**config.mk**
```make
export PLATFORM = sky130hd
export DESIGN_NAME = kgp_fetch_unit
export DESIGN_NICKNAME = d
export VERILOG_FILES = /design/src/rtl/kgp_pkg.sv /design/src/rtl/kgp_pc_reg.sv /design/src/rtl/kgp_fetch_unit.sv
export SDC_FILE = /design/constraint.sdc
export NUM_CORES = 1
export LEC_CHECK = 0
export ABC_AREA = 1
export CORE_MARGIN = 2
export CORE_UTILIZATION = 40
export DETAILED_ROUTE_END_ITERATION = 8
export PLACE_DENSITY = 0.73
export SLEW_MARGIN = 5
export SYNTH_ARGS = -nofsm -noshare
export SYNTH_HDL_FRONTEND = slang
export SYNTH_HIERARCHICAL = 1
export SYNTH_SLANG_ARGS = --single-unit
```
**constraint.sdc**
```tcl
create_clock -name clk -period 3.3 [get_ports clk]
set_clock_uncertainty 0.15 [all_clocks]
set_input_delay 0.33 -clock clk [delete_from_list [all_inputs] [get_ports clk]]
set_output_delay 0.33 -clock clk [all_outputs]
set_load 0.01 [all_outputs]
```
**src/rtl/kgp_pkg.sv**
```systemverilog
// Shared KGP-RISC definitions: fetch FSM states, instruction field
// slices and the branch opcode space also decoded by the control unit.
package kgp_pkg;

  typedef enum logic [2:0] {
    IDLE  = 3'd0,
    FETCH = 3'd1,
    WAIT  = 3'd2,
    ISSUE = 3'd3,
    DRAIN = 3'd4
  } fetch_state_t;

  localparam int OPC_MSB = 31;
  localparam int OPC_LSB = 26;
  localparam int EXT_MSB = 10;
  localparam int EXT_LSB = 0;
  localparam int OPC_W   = 6;
  localparam int EXT_W   = 11;

  localparam logic [OPC_W-1:0] OPC_BR   = 6'd3;
  localparam logic [OPC_W-1:0] OPC_BLTZ = 6'd4;
  localparam logic [OPC_W-1:0] OPC_BZ   = 6'd5;
  localparam logic [OPC_W-1:0] OPC_BNZ  = 6'd6;
  localparam logic [OPC_W-1:0] OPC_BL   = 6'd7;
  localparam logic [OPC_W-1:0] OPC_BCY  = 6'd8;
  localparam logic [OPC_W-1:0] OPC_BNCY = 6'd9;
  localparam logic [OPC_W-1:0] OPC_BGEZ = 6'd10;
  localparam logic [OPC_W-1:0] OPC_BGTZ = 6'd11;
  localparam logic [OPC_W-1:0] OPC_BLEZ = 6'd12;
  localparam logic [OPC_W-1:0] OPC_CALL = 6'd13;
  localparam logic [OPC_W-1:0] OPC_RET  = 6'd14;

  function automatic logic [OPC_W-1:0] opc_of(
    input logic [31:0] i
  );
    return i[OPC_MSB:OPC_LSB];
  endfunction

  function automatic logic [EXT_W-1:0] ext_of(
    input logic [31:0] i
  );
    return i[EXT_MSB:EXT_LSB];
  endfunction

  function automatic logic is_branch(
    input logic [OPC_W-1:0] o
  );
    return (o >= OPC_BR) && (o <= OPC_RET);
  endfunction

endpackage

```
**src/rtl/kgp_pc_reg.sv**
```systemverilog
// Fetch PC register: redirect load (word aligned) beats sequential step.
// Ports: clk, rst (sync, active-low), inc, load, load_pc -> pc, pc_next, pc_step.
module kgp_pc_reg
  import kgp_pkg::*;
#(
  parameter logic [31:0] RESET_PC = 32'h0000_0000,
  parameter logic [31:0] PC_STEP  = 32'd4
) (
  input  logic        clk,
  input  logic        rst,
  input  logic        inc,
  input  logic        load,
  input  logic [31:0] load_pc,
  output logic [31:0] pc,
  output logic [31:0] pc_next,
  output logic [31:0] pc_step
);

  // 32-bit add wraps 32'hFFFF_FFFC + 4 to 0 naturally
  assign pc_step = pc + PC_STEP;

  always_comb begin
    pc_next = pc;
    if (load)
      pc_next = {load_pc[31:2], 2'b00};
    else if (inc)
      pc_next = pc_step;
  end

  always_ff @(posedge clk) begin
    if (!rst)
      pc <= RESET_PC;
    else
      pc <= pc_next;
  end

endmodule

```
**src/rtl/kgp_fetch_unit.sv**
```systemverilog
// KGP-RISC fetch stage: PC, imem request/ready handshake, latched instruction.
// Ports: clk, rst (sync, active-low), imem_*, stall, redirect(_pc),
// inst_valid/inst/opcode/opcode_ext/pc/pc_plus4.
// Optional KGP_FETCH_PERF_EN adds perf_issued / perf_stall counters.
module kgp_fetch_unit
  import kgp_pkg::*;
#(
  parameter logic [31:0] RESET_PC = 32'h0000_0000,
  parameter logic [31:0] PC_STEP  = 32'd4
) (
  input  logic             clk,
  input  logic             rst,
  output logic             imem_req,
  output logic [31:0]      imem_addr,
  input  logic             imem_ready,
  input  logic [31:0]      imem_rdata,
  input  logic             stall,
  input  logic             redirect,
  input  logic [31:0]      redirect_pc,
  output logic             inst_valid,
  output logic [31:0]      inst,
  output logic [OPC_W-1:0] opcode,
  output logic [EXT_W-1:0] opcode_ext,
  output logic [31:0]      pc,
  output logic [31:0]      pc_plus4
`ifdef KGP_FETCH_PERF_EN
  ,
  output logic [31:0]      perf_issued,
  output logic [31:0]      perf_stall
`endif
);

  fetch_state_t state;
  logic [31:0]  fpc;
  logic [31:0]  fpc_next;
  logic [31:0]  fpc_step;
  logic         adv;

  assign adv = (state == ISSUE) && !stall;

  kgp_pc_reg #(
    .RESET_PC (RESET_PC),
    .PC_STEP  (PC_STEP)
  ) u_pc (
    .clk     (clk),
    .rst     (rst),
    .inc     (adv),
    .load    (redirect),
    .load_pc (redirect_pc),
    .pc      (fpc),
    .pc_next (fpc_next),
    .pc_step (fpc_step)
  );

  // imem_req/imem_addr are registered: loaded with the next fetch PC
  // on every transition into FETCH.
  always_ff @(posedge clk) begin
    if (!rst) begin
      state      <= IDLE;
      imem_req   <= 1'b0;
      imem_addr  <= RESET_PC;
      inst_valid <= 1'b0;
      inst       <= '0;
      opcode     <= '0;
      opcode_ext <= '0;
      pc         <= RESET_PC;
      pc_plus4   <= RESET_PC + PC_STEP;
    end else begin
      imem_req <= 1'b0;
      case (state)
        IDLE: begin
          state     <= FETCH;
          imem_req  <= 1'b1;
          imem_addr <= fpc_next;
        end
        FETCH: begin
          state <= redirect ? DRAIN : WAIT;
        end
        WAIT: begin
          if (redirect) begin
            if (imem_ready) begin
              state     <= FETCH;
              imem_req  <= 1'b1;
              imem_addr <= fpc_next;
            end else begin
              state <= DRAIN;
            end
          end else if (imem_ready) begin
            state      <= ISSUE;
            inst_valid <= 1'b1;
            inst       <= imem_rdata;
            opcode     <= opc_of(imem_rdata);
            opcode_ext <= ext_of(imem_rdata);
            pc         <= fpc;
            pc_plus4   <= fpc_step;
          end
        end
        ISSUE: begin
          if (redirect || !stall) begin
            state      <= FETCH;
            inst_valid <= 1'b0;
            imem_req   <= 1'b1;
            imem_addr  <= fpc_next;
          end
        end
        DRAIN: begin
          // response to a squashed fetch is dropped
          if (imem_ready) begin
            state     <= FETCH;
            imem_req  <= 1'b1;
            imem_addr <= fpc_next;
          end
        end
        default: begin
          state      <= IDLE;
          inst_valid <= 1'b0;
        end
      endcase
    end
  end

`ifdef KGP_FETCH_PERF_EN
  always_ff @(posedge clk) begin
    if (!rst) begin
      perf_issued <= '0;
      perf_stall  <= '0;
    end else if (state == ISSUE) begin
      if (redirect || !stall)
        perf_issued <= perf_issued + 32'd1;
      else
        perf_stall <= perf_stall + 32'd1;
    end
  end
`endif

endmodule

```
# Word level (Yosys, flattened, before mapping)

Index checks and enable logic that the tools add are counted.

Bitwise gates (word level): 2
Add/subtract/negate cells: 1
Mux-type cells: 21
Reductions and logical operators: 10
Equality and inequality tests: 10

Operators by type and width:

| operator                                       | count |
|---|---|
| two-way mux 32 bit                             | 5 |
| case mux 32 bit (4 select lines)               | 1 |
| adder 32 x 3 -> 32 bit (second input constant) | 1 |
| two-way mux 3 bit                              | 6 |
| case mux 3 bit (5 select lines)                | 1 |
| AND reduction 3 bit                            | 3 |
| != test 2 bit (second input constant)          | 4 |
| == test 3 x 2 -> 1 bit (second input constant) | 2 |
| two-way mux 1 bit                              | 6 |
| case mux 1 bit (4 select lines)                | 1 |
| AND reduction 4 bit                            | 1 |
| nonzero test 4 bit                             | 1 |
| == test 3 x 1 -> 1 bit (second input constant) | 1 |
| == test 3 bit (second input constant)          | 1 |
| logical NOT 3 bit                              | 1 |
| != test 3 bit (second input constant)          | 1 |
| case mux 1 bit (3 select lines)                | 1 |
| OR reduction 3 bit                             | 1 |
| != test 2 x 1 -> 1 bit (second input constant) | 1 |
| inverter 1 bit                                 | 2 |
| logical AND 1 bit                              | 1 |
| logical NOT 1 bit                              | 1 |
| logical OR 1 bit                               | 1 |

Input bits: 69
Register bits after elaboration: 182
Logic and storage cells: 54

# Longest topological paths before layout

Gate-level depths: netlist (run 1).

Depth after elaboration: 7
Depth in mapped cells: 12
Mapped depth without buffers: 12

# Hierarchy

Netlist (run 1), hierarchy kept.

By module, submodules not included:

| module         | instances | sequential area each (um2) | area each (um2) | cells each |
|---|---|---|---|---|
| kgp_fetch_unit | 1         | 2662.6                     | 5178.7          | 693 |
| kgp_pc_reg     | 1         | 640.6                      | 2471.1          | 423 |

# Worst setup path after synthesis (run 1)

OpenSTA, ideal clock, no wires.

Path type: register to register
Start point: register state[0]
End point: register imem_addr[20]
Arrival: 1696 ps
Buffers on the path: 2
Period minus slack after synthesis: 1960 ps
Required time: 3036 ps
Stages on the path, launching flop included: 10
Slack: 1340 ps
Cell sequence: dfxtp_1 > nand2_1 > nor3_1 > clkbuf_1 > clkbuf_1 > nand3_1 > nand2_1 > nand2_1 > nor2_1 > nor2_2

Longest elaborated chain between the ends: 7
Elaborated cells between the ends (all ways): 15

Ends and longest elaborated chain:

| item                               | RTL line                                    | source |
|---|---|---|
| from (decl)                        | kgp_fetch_unit.sv:33                        | `fetch_state_t state;` |
| from (signal assigned)             | kgp_fetch_unit.sv:77                        | `state <= redirect ? DRAIN : WAIT;` |
| == test 3 x 2 -> 1 bit *           | kgp_fetch_unit.sv:39                        | `assign adv = (state == ISSUE) && !stall;` |
| logical AND 1 bit *                | kgp_fetch_unit.sv:39                        |  |
| named net adv                      | kgp_fetch_unit.sv:37                        | `logic adv;` |
| two-way mux 32 bit *               | kgp_pc_reg.sv:26                            | `else if (inc)` |
| two-way mux 32 bit *               | kgp_pc_reg.sv:24                            | `if (load)` |
| named net fpc_next[20]             | kgp_fetch_unit.sv:35                        | `logic [31:0] fpc_next;` |
| two-way mux 32 bit                 | kgp_fetch_unit.sv:81, kgp_fetch_unit.sv:108 |  |
| two-way mux 32 bit                 | kgp_fetch_unit.sv:80                        | `if (redirect) begin` |
| case mux 32 bit (4 select lines) * | kgp_fetch_unit.sv:70                        | `case (state)` |
| to (signal assigned)               | kgp_fetch_unit.sv:74                        | `imem_addr <= fpc_next;` |
| to (signal assigned)               | kgp_fetch_unit.sv:84                        | `imem_addr <= fpc_next;` |
| to (signal assigned)               | kgp_fetch_unit.sv:111                       | `imem_addr <= fpc_next;` |
| to (decl)                          | kgp_fetch_unit.sv:14                        | `output logic [31:0] imem_addr,` |

The timed path passes the listed nets; every way through them passes the cells marked *. The select of a mux whose other input is x is not followed.
A chain may end at the register's enable or synchronous reset.

# Worst setup path after layout (run 1)

Start point: input port redirect
End point: register imem_addr[11]

Longest elaborated chain between the ends: 4
Elaborated cells between the ends (all ways): 9

Ends and longest elaborated chain:

| item                               | RTL line                                    | source |
|---|---|---|
| from (decl)                        | kgp_fetch_unit.sv:18                        | `input logic redirect,` |
| two-way mux 32 bit *               | kgp_pc_reg.sv:24                            |  |
| named net fpc_next[11]             | kgp_fetch_unit.sv:35                        |  |
| two-way mux 32 bit                 | kgp_fetch_unit.sv:81, kgp_fetch_unit.sv:108 |  |
| two-way mux 32 bit                 | kgp_fetch_unit.sv:80                        |  |
| case mux 32 bit (4 select lines) * | kgp_fetch_unit.sv:70                        |  |

Marks and branches as above.

==> results of run 1 <==
[power by group]
part	leakage, nW	internal, mW	switching, mW
Combinational	2.49	0.473	0.535
Clock	0.278	1.20	0.789
Sequential	1.35	2.14	0.111
Total	4.12	3.81	1.43
[synthesized netlist by cell type (6+ instances only)]
library cell / n / area, sq um
buf_4: 22 / 165
buf_2: 13 / 65.1
o21ai_0: 62 / 310
nand2_2: 24 / 150
nor2_2: 22 / 138
inv_1: 81 / 304
nand3_1: 36 / 180
or2_2: 9 / 56.3
o21ai_1: 41 / 205
nor2_1: 294 / 1100
dfxtp_1: 165 / 3300
a21oi_1: 48 / 240
clkbuf_1: 28 / 105
nor2_4: 7 / 78.8
and2_1: 7 / 43.8
buf_6: 6 / 67.6
nand2_1: 218 / 818
[metal layers]
layer  up-vias  routed length [um]
li1       3767                   -
met4         0                 332
met2       271                9780
met5         -                   0
met3        21                1600
met1      3302               10100
[flip-flops by register name, indices dropped and copies added, names as in the netlist]
| name | count |
|---|---|
| imem_addr | 32 |
| pc | 32 |
| inst | 32 |
| imem_req | 1 |
| u_pc/pc | 32 |
| state | 3 |
| inst_valid | 1 |
| pc_plus4 | 32 |
[logic make-up (layout without fill, tap and decap cells)]
logic type	count (synthesis)	after routing	share of synthesized area
adder cells (fa/ha/maj)	1	1	0.00164
AND/OR/NAND/NOR	623	623	0.341
XOR/XNOR	13	13	0.0188
AO/OA/AOI/OAI	155	155	0.103
flip-flops	165	165	0.432
buffers and inverters	159	337	0.103
[cell usage in the layout (no fill, tap or decap)]
cell               n
buf_4              6
nor3_2             1
o21bai_1           1
nand3_1           36
clkbuf_16         17
clkbuf_1           2
o21ai_1           41
xor2_1             5
nand2_2           24
nand3_2            1
clkinv_2           4
nor2_4             8
xor2_2             4
bufinv_16          3
clkdlybuf4s50_1  212
o21ai_0           62
a21oi_2            2
nor2_1           294
inv_2              3
clkinv_1           1
buf_12             4
inv_1             81
dfxtp_1          165
nand4_1            1
a21oi_1           48
nor2_2            21
or2_2              9
nand2_4            1
clkbuf_8           1
and2_1             7
o211ai_1           1
nor3_1             2
nand2_1          218
clkinvlp_4         3
ha_1               1
xnor2_1            4
[worst max-delay path: cells and delay by family]
kind | cells | cell delay [ps]
buffers and inverters | 4 | 1370
and+or+nand+nor | 4 | 700
[layout make-up]
cell class,count,area [sq um]
clock buffers,20,447
well taps,234,293
multi-input cells,792,3570
fillers,1795,8400
clock inverters,10,133
inverters,85,319
flip-flops and latches,165,3300
repair buffers,222,2250
[final timing paths]
check / from / to / depth (start not counted)
setup / recovery: redirect / imem_addr[11] / 8
hold / removal: rst / pc_plus4[2] / 2
setup reg to reg: state[0] / imem_addr[8] / 9
hold reg to reg: inst[18] / inst[18] / 2
==> impl_results.md, run 1 <==
* Crit path launch type: primary input
* Core box area at 18700 sq um
* Clock Pin Slew Worst Setup and Hold Paths at 60 ps
* Mapped Area at 7650 sq um
* Fin worst setup slack at 1040 ps
* RSZ-0062 raised after global routing: false
* Dpl cell area at 9730 sq um
* Share of post-route cells with drive strength above 1 at 0.0866
* DRC at 0
* First-pass GRT wire length at 34600 um
* DRT antenna net count at 0
* Die X at 142 um
* Setup TNS at 0 ps
* Fin nets at 1353
* Leakage power at 4.12 nW
* Critical path, cell by cell: clkdlybuf4s50_1 > buf_4 > inv_1 > or2_2 > nand2_1 > inv_1 > nor2_1 > nor2_2
* Syn Nets at 1186
* Port Buffers at 213
* GPL Wtd Cong at 0.860
* Largest net degree at the start of global routing at 97
* Initial antenna violation count at 0
* Crit path largest cell delay at 490 ps
* Endpoints failing setup at 0
* # Post-CTS Setup Buffers at 0
* Antenna cell count at 0
* Worst-margin pin slew at 1040 ps
* Hold crit path type: primary input to flip-flop
* Synth cell types at 33
* Clk Tree Root Cell: clkbuf_16
* Avg Cell Area, Syn at 6.85 sq um
* FMAX at 0.443 GHz
* Flop2flop setup slack at 1060 ps
* Met3 global-route usage at 0.0491
* Fin crit share at 0.684
* Final Util at 0.551
* Inst Count DP at 1498
* Area growth from synthesis to layout at 34.7%
* Outcome: complete, no violations
* Worst path slowest cell: clkdlybuf4s50_1
* Die Y at 142 um
* Slew Limit Fails at 0
* Row count at 50
* Final wirelength at 21900 um
* Maximum VDD drop at 0.334 mV
* Data arrival, critical path at 2420 ps
* Top_reg_cell synth: dfxtp_1
* Crit-path most repeated cell: inv_1
* Io pins at 216
* M1 GR Usage at 0.293
* Total global-route track usage at 0.217
* Syn. warnings at 6
* Routed via count at 7361
* Final Non-Filler Cells at 1528
* CP endpoint kind: flip-flop
* Clock Sinks at 165
* Hold_ws at 203 ps
* PostCTS Resize Cnt at 0
* Post-CTS Hold Buffers at 0
* Max capacitance violation total at 0
* CTS tree: done
* Congestion Overflow GR at 0
* Sequential area share after synthesis at 0.432
* CTS buffer count at 17
* Flops & latches, synth at 165
* Busiest metal layer after global routing: met2
* Pwr dens at 508 nW/um^2
* Data required, critical path at 3460 ps
* Async set-reset flop share out of synthesis at 0
* DP HPWL at 15600 um
* Dpl ws at 683 ps
* Clock Path Buffers at 2
* Final min period at 2260 ps
* Initial Utilization at 0.409
* DIE AREA at 20200 sq um
* Layout Cell Area excl Fill at 10300 sq um
* WL/cell at 14.3 um
* Final hold vios at 0
* Max-slew headroom at 0.304
* Pwr Total at 5.24 mW
* Post-synth EDFFs at 0
* Grt met2 use at 0.345
* Vias in the first global route at 6798
* Htree depth at 4
* CP Class: primary input to flip-flop
* Worst Path Max Fanout at 49
* Vias per cell at 4.82
* Clk Latency, worst-skew pair at 420 ps
* DRT iter0 DRCs at 402
* Mapped Cells at 1116
* First-pass DRT Iterations at 5
Power figures use the tool's default switching activity.
==> run 2, diff against run 1 <==
--- a/config.mk
+++ b/config.mk
@@ -9,7 +9,7 @@
 export CORE_MARGIN = 2
 export CORE_UTILIZATION = 40
 export DETAILED_ROUTE_END_ITERATION = 8
-export PLACE_DENSITY = 0.73
+export PLACE_DENSITY = 0.75
 export SLEW_MARGIN = 5
 export SYNTH_ARGS = -nofsm -noshare
 export SYNTH_HDL_FRONTEND = slang
==> constraint.sdc (replaced) <==
create_clock -name clk -period 1.85 [get_ports clk]
set_clock_uncertainty 0.15 [all_clocks]
set_input_delay 0.185 -clock clk [delete_from_list [all_inputs] [get_ports clk]]
set_output_delay 0.185 -clock clk [all_outputs]
set_load 0.01 [all_outputs]
==> run 2 against run 1 <==
  * Critical path type is now flip-flop to flip-flop
  * Cell count grew 5.8%
  * Routed wire length up 6.1%
  * Worst setup slack got worse by 1000 ps
  * Largest cell class unchanged
  * Global-route usage up 0.76 points
  * Hold slack worse by 83 ps
  * First-iteration DRC count grew 13%
  * Sequential share of layout area is 2.5 points lower
  * Flip-flop and latch count unchanged
  * Sequential power is 78% higher
  * Critical path depth up 1
  * Cell area up 9.6%
  * Non-clock buffer count up 90
==> impl_results.md, run 2 (synthesis results as in run 1) <==
* Outcome: complete, no violations
* Slew Limit Fails at 0
* Final Util at 0.604
* Congestion Overflow GR at 0
* Top layer in use: met4
* First-pass DRT Iterations at 5
* DRC at 0
* Io pins at 216
* RSZ-0062 raised after global routing: true
* WHS Endpoint: state[0]
* Total global-route track usage at 0.225
* Filler cells at 1696
* CTS buffer count at 17
* Final min period at 1800 ps
* Routed via count at 7733
* Largest net degree at the start of global routing at 83
* WL/cell at 14.3 um
* Pwr Total at 9.61 mW
* Dpl cell area at 10400 sq um
* Clock Path Buffers at 2
* Multi-input gate area at 3760 sq um
* Htree depth at 4
* GPL Wtd Cong at 0.945
* Core box area at 18700 sq um
* Final wirelength at 23200 um
* Maximum VDD drop at 0.626 mV
* Die X at 142 um
* Commonest non-fill, non-tap cell in the layout: nor2_1
* Worst-margin pin slew at 818 ps
* Antenna cell count at 0
* Worst r2r dst: u_pc/pc[20]
* CP endpoint kind: flip-flop
* Critical path, cell by cell: nand2_1 > nor2_1 > nand2_2 > nor2_4 > nand3_1 > nand3_1 > nand2_2 > buf_4 > a21oi_1
* Share of post-route cells with drive strength above 1 at 0.195
* Met2 routed WL at 10600 um
* Initial antenna violation count at 0
* Fin crit share at 0.975
* Hold path cells at 4
* Worst r2r path cells at 9
* Leakage power at 4.64 nW
* Clock Sinks at 165
* DP HPWL at 17300 um
* DIE AREA at 20200 sq um
* Reg area at 3340 sq um
* Die Y at 142 um
* Routed wl met3 at 1700 um
* DRT iter0 DRCs at 453
* Hold crit path type: primary input to flip-flop
* Layout Cell Area excl Fill at 11300 sq um
* Fin nets at 1443
* Pwr dens at 851 nW/um^2
* Worst Path Max Fanout at 5
* Vias in the first global route at 7081
* WL met1 at 10600 um
* DRT antenna net count at 0
* Row count at 50
* Data required, critical path at 2040 ps
* Crit path largest cell delay at 380 ps
* Flop2flop setup slack at 50 ps
* Clk Latency, worst-skew pair at 430 ps
* Crit path launch type: flip-flop
* Hold path start: rst
* Vias per cell at 4.78
* Final hold vios at 0
* First-pass GRT wire length at 35800 um
* Initial Utilization at 0.409
* CTS tree: done
* Clk Tree Root Cell: clkbuf_16
* Area growth from synthesis to layout at 47.6%
* Max capacitance violation total at 0
* Worst path slowest cell: dfxtp_4
* Most frequent cells in the layout: 278 x nor2_1, 212 x clkdlybuf4s50_1, 196 x nand2_1
* Data arrival, critical path at 1990 ps
* Port Buffers at 213
* Clock Pin Slew Worst Setup and Hold Paths at 60 ps
* CP Class: flip-flop to flip-flop
* Endpoints failing setup at 0
* FMAX at 0.554 GHz
* Reg2reg start: u_pc/pc[4]
* Post-CTS Hold Buffers at 0
* Max-slew headroom at 0.451
-- run 2: changes by cell type in the layout (fill, tap and decap cells not counted), sizes merged --
cell,before,now
buf,10,100
clkinv,5,4
-- run 2: power by group --
part,internal (mW),switching (mW)
clock network,2.13,1.42
logic,1.01,1.04
registers,3.81,0.191
total,6.95,2.65
-- run 2: per-stage QoR --
stage               hold WS, ps  setup WS (ps)  cells  TNS (ps)
global placement            314          -79.8   1581     -4770
finish                      120           45.5   1617         0
detailed placement          322          -92.2   1581     -5350
global route                138           -119   1617      -984
floorplan                   162           66.5   1116         0
CTS                         122           2.39   1610         0
-- run 2: how the worst max path moves through the flow --
stage                 from            end  slack [ps]  cells after the start
2_1_floorplan     state[0]  imem_addr[20]          70                      9
3_3_place_gp      redirect    pc_plus4[0]         -80                      7
3_5_place_dp         stall  imem_addr[11]         -90                     10
4_1_cts        u_pc/pc[16]  imem_addr[17]           2                     11
5_1_grt         u_pc/pc[3]  imem_addr[14]        -120                     13
6_report        u_pc/pc[4]    u_pc/pc[20]          50                      9
-- run 2: metal layers --
metal  vias to the layer above  track usage
met3                        19       0.0565
met4                         0       0.0604
met5                         -            0
met1                      3500        0.299
met2                       274        0.366
li1                       3940            -
-- run 2: worst max-delay path: cells and delay by family, from the launching register on --
family,cells,cell delay [ps]
compound gates,1,110
simple gates,7,940
flops,1,380
buf+inv,1,130
-- run 2: timing repair --
action / in CTS / in global routing
pin swaps: 3 / 48
resized for setup: 8 / 79
setup buffers: 0 / 8
setup endpoints to repair: 9 / 79
cloned: 0 / 0
endpoints found under the hold margin: 0 / 0
-- run 2: final cells by class --
| class | instances | share of cell area |
|---|---|---|
| Clock buffer | 20 | 0.0396 |
| Clock inverter | 9 | 0.0116 |
| Inverter | 85 | 0.0285 |
| Multi-Input combinational cell | 792 | 0.333 |
| Sequential cell | 165 | 0.296 |
| Tap cell | 234 | 0.0259 |
| Timing Repair Buffer | 312 | 0.266 |
==> run 3, diff against run 2 <==
--- a/config.mk
+++ b/config.mk
@@ -6,11 +6,12 @@
 export NUM_CORES = 1
 export LEC_CHECK = 0
 export ABC_AREA = 1
+export ABC_CLOCK_PERIOD_IN_PS = 1850
 export CORE_MARGIN = 2
 export CORE_UTILIZATION = 40
 export DETAILED_ROUTE_END_ITERATION = 8
-export PLACE_DENSITY = 0.75
-export SLEW_MARGIN = 5
+export PLACE_DENSITY = 0.81
+export SLEW_MARGIN = 40
 export SYNTH_ARGS = -nofsm -noshare
 export SYNTH_HDL_FRONTEND = slang
 export SYNTH_HIERARCHICAL = 1
==> run 3 against run 2 <==
  * The flow now finishes with violations (negative setup slack)
  * Sequential power about the same
  * Global-route usage increased by 0.60 points
  * Die area unchanged
==> impl_results.md, run 3 (synthesis results as in run 1) <==
* Total global-route track usage at 0.231
* Most frequent cells in the layout: 277 x nor2_1, 212 x clkdlybuf4s50_1, 191 x nand2_1
* First-pass GRT wire length at 36600 um
* Outcome: finished with violations
* Clk Latency, worst-skew pair at 430 ps
* Clock Path Buffers at 2
* Worst-margin pin slew at 808 ps
* Final min period at 1860 ps
* CTS tree: done
* Clk Tree Root Cell: clkbuf_16
* Hold crit path type: primary input to flip-flop
* CP endpoint kind: flip-flop
* Failing checks: negative setup slack
* Vias per cell at 4.89
* Share of post-route cells with drive strength above 1 at 0.200
* GPL Wtd Cong at 0.948
* Initial Utilization at 0.409
* Hold path cells at 4
* Leakage power at 4.65 nW
* CP Class: flip-flop to flip-flop
* Data required, critical path at 2070 ps
* RSZ-0062 raised after global routing: true
* Max-slew headroom at 0.458
* Hold path start: rst
* WL/cell at 14.9 um
* Routed via count at 7871
* Worst path bufs/invs at 2
* Fin worst setup slack at -10.3 ps
* Fin nets at 1434
* Clock Pin Slew Worst Setup and Hold Paths at 60 ps
* Clock Sinks at 165
* Crit-path most repeated cell: nand2_1
* CP top delay family: simple AND/OR/NAND/NOR gates
* Pwr dens at 887 nW/um^2
* Pwr Total at 10.1 mW
* Dpl ws at -181 ps
* Core box area at 18700 sq um
* Crit path launch type: flip-flop
* Congestion Overflow GR at 0
* Hold_ws at 123 ps
* DP HPWL at 17300 um
* First-pass DRT Iterations at 5
* Initial antenna violation count at 0
* Flop2flop setup slack at -10 ps
* Die X at 142 um
* DIE AREA at 20200 sq um
* DRT iter0 DRCs at 587
* Die Y at 142 um
* Largest net degree at the start of global routing at 96
* Critical path, cell by cell: ha_4 > inv_4 > nor2_4 > nand2_2 > nor2_4 > xor2_2 > nand2_1 > nand2_1 > nand2_1 > inv_1 > nor2_2 > nor2_2
* Endpoints failing setup at 2
* Slew Limit Fails at 0
* Antenna cell count at 0
* Commonest non-fill, non-tap cell in the layout: nor2_1
* Htree depth at 4
* Final hold vios at 0
* Final Util at 0.609
* Reg2reg start: u_pc/pc[2]
* Data arrival, critical path at 2080 ps
* Io pins at 216
* Worst Path Max Fanout at 3
* Worst r2r path cells at 12
* DRC at 0
* Worst r2r dst: imem_addr[16]
* FMAX at 0.538 GHz
* Worst path slowest cell: dfxtp_4
* Max capacitance violation total at 0
* Final wirelength at 24000 um
* DRT antenna net count at 0
* Row count at 50
* Area growth from synthesis to layout at 49.0%
* Maximum VDD drop at 0.616 mV
* Vias in the first global route at 7252
* Fin crit share at 1.01
* Port Buffers at 213
* WHS Endpoint: imem_addr[7]
* CTS buffer count at 17
* Crit path largest cell delay at 370 ps
run 3: worst register-to-register path, cell delays in order (launching register included):
cell	delay (ps)
dfxtp_4	370
ha_4	150
inv_4	50
nor2_4	120
nand2_2	130
nor2_4	210
xor2_2	200
nand2_1	70
nand2_1	90
nand2_1	80
inv_1	70
nor2_2	40
nor2_2	90
run 3: worst max-delay path by stage:
stage               start       endpoint  slack, ps  cells past startpoint
2_1_floorplan    state[0]  imem_addr[20]         70                      9
3_3_place_gp     redirect   imem_addr[5]       -170                      8
3_5_place_dp     redirect   imem_addr[5]       -180                      8
4_1_cts        u_pc/pc[3]  imem_addr[12]         -2                     13
5_1_grt        u_pc/pc[2]  imem_addr[30]        -90                     13
6_report       u_pc/pc[2]  imem_addr[16]        -10                     12
run 3: metal layers:
metal / vias up / part of all wire / wire length [um] / track usage
li1: 3933 / - / - / -
met1: 3531 / 0.41 / 9860 / 0.284
met2: 362 / 0.47 / 11200 / 0.394
met3: 45 / 0.098 / 2360 / 0.0606
met4: 0 / 0.025 / 590 / 0.0776
met5: - / 0 / 0 / 0
run 3: final cells by class:
type,instances,area [sq um]
clock buffer,20,447
clock inverter,12,226
fill,1591,7310
inverter,85,322
multi-input combinational,792,3810
sequential,165,3330
tap,234,293
timing repair buffer,303,2970
run 3: report_power, final:
group / total (mW) / internal [mW] / switching [mW]
registers: 4.00 / 3.81 / 0.188
clock network: 4.02 / 2.57 / 1.44
logic: 2.09 / 1.02 / 1.07
run 3: per-stage QoR:
| stage | instances | area [sq um] | setup TNS, ps |
|---|---|---|---|
| 4_1_cts | 1606 | 11100 | -2.24 |
| 6_report | 1611 | 11400 | -15.7 |
| 2_1_floorplan | 1116 | 7650 | 0 |
| 3_5_place_dp | 1570 | 10400 | -2870 |
| 5_1_grt | 1611 | 11400 | -1220 |
| 3_3_place_gp | 1570 | 10400 | -2020 |
run 3: timing repair:
item                       CTS  global route
setup endpoints to repair   29            76
gates resized for setup     17            82
pin swaps                   15            46
setup buffers                5             6
hold buffers                 0             0
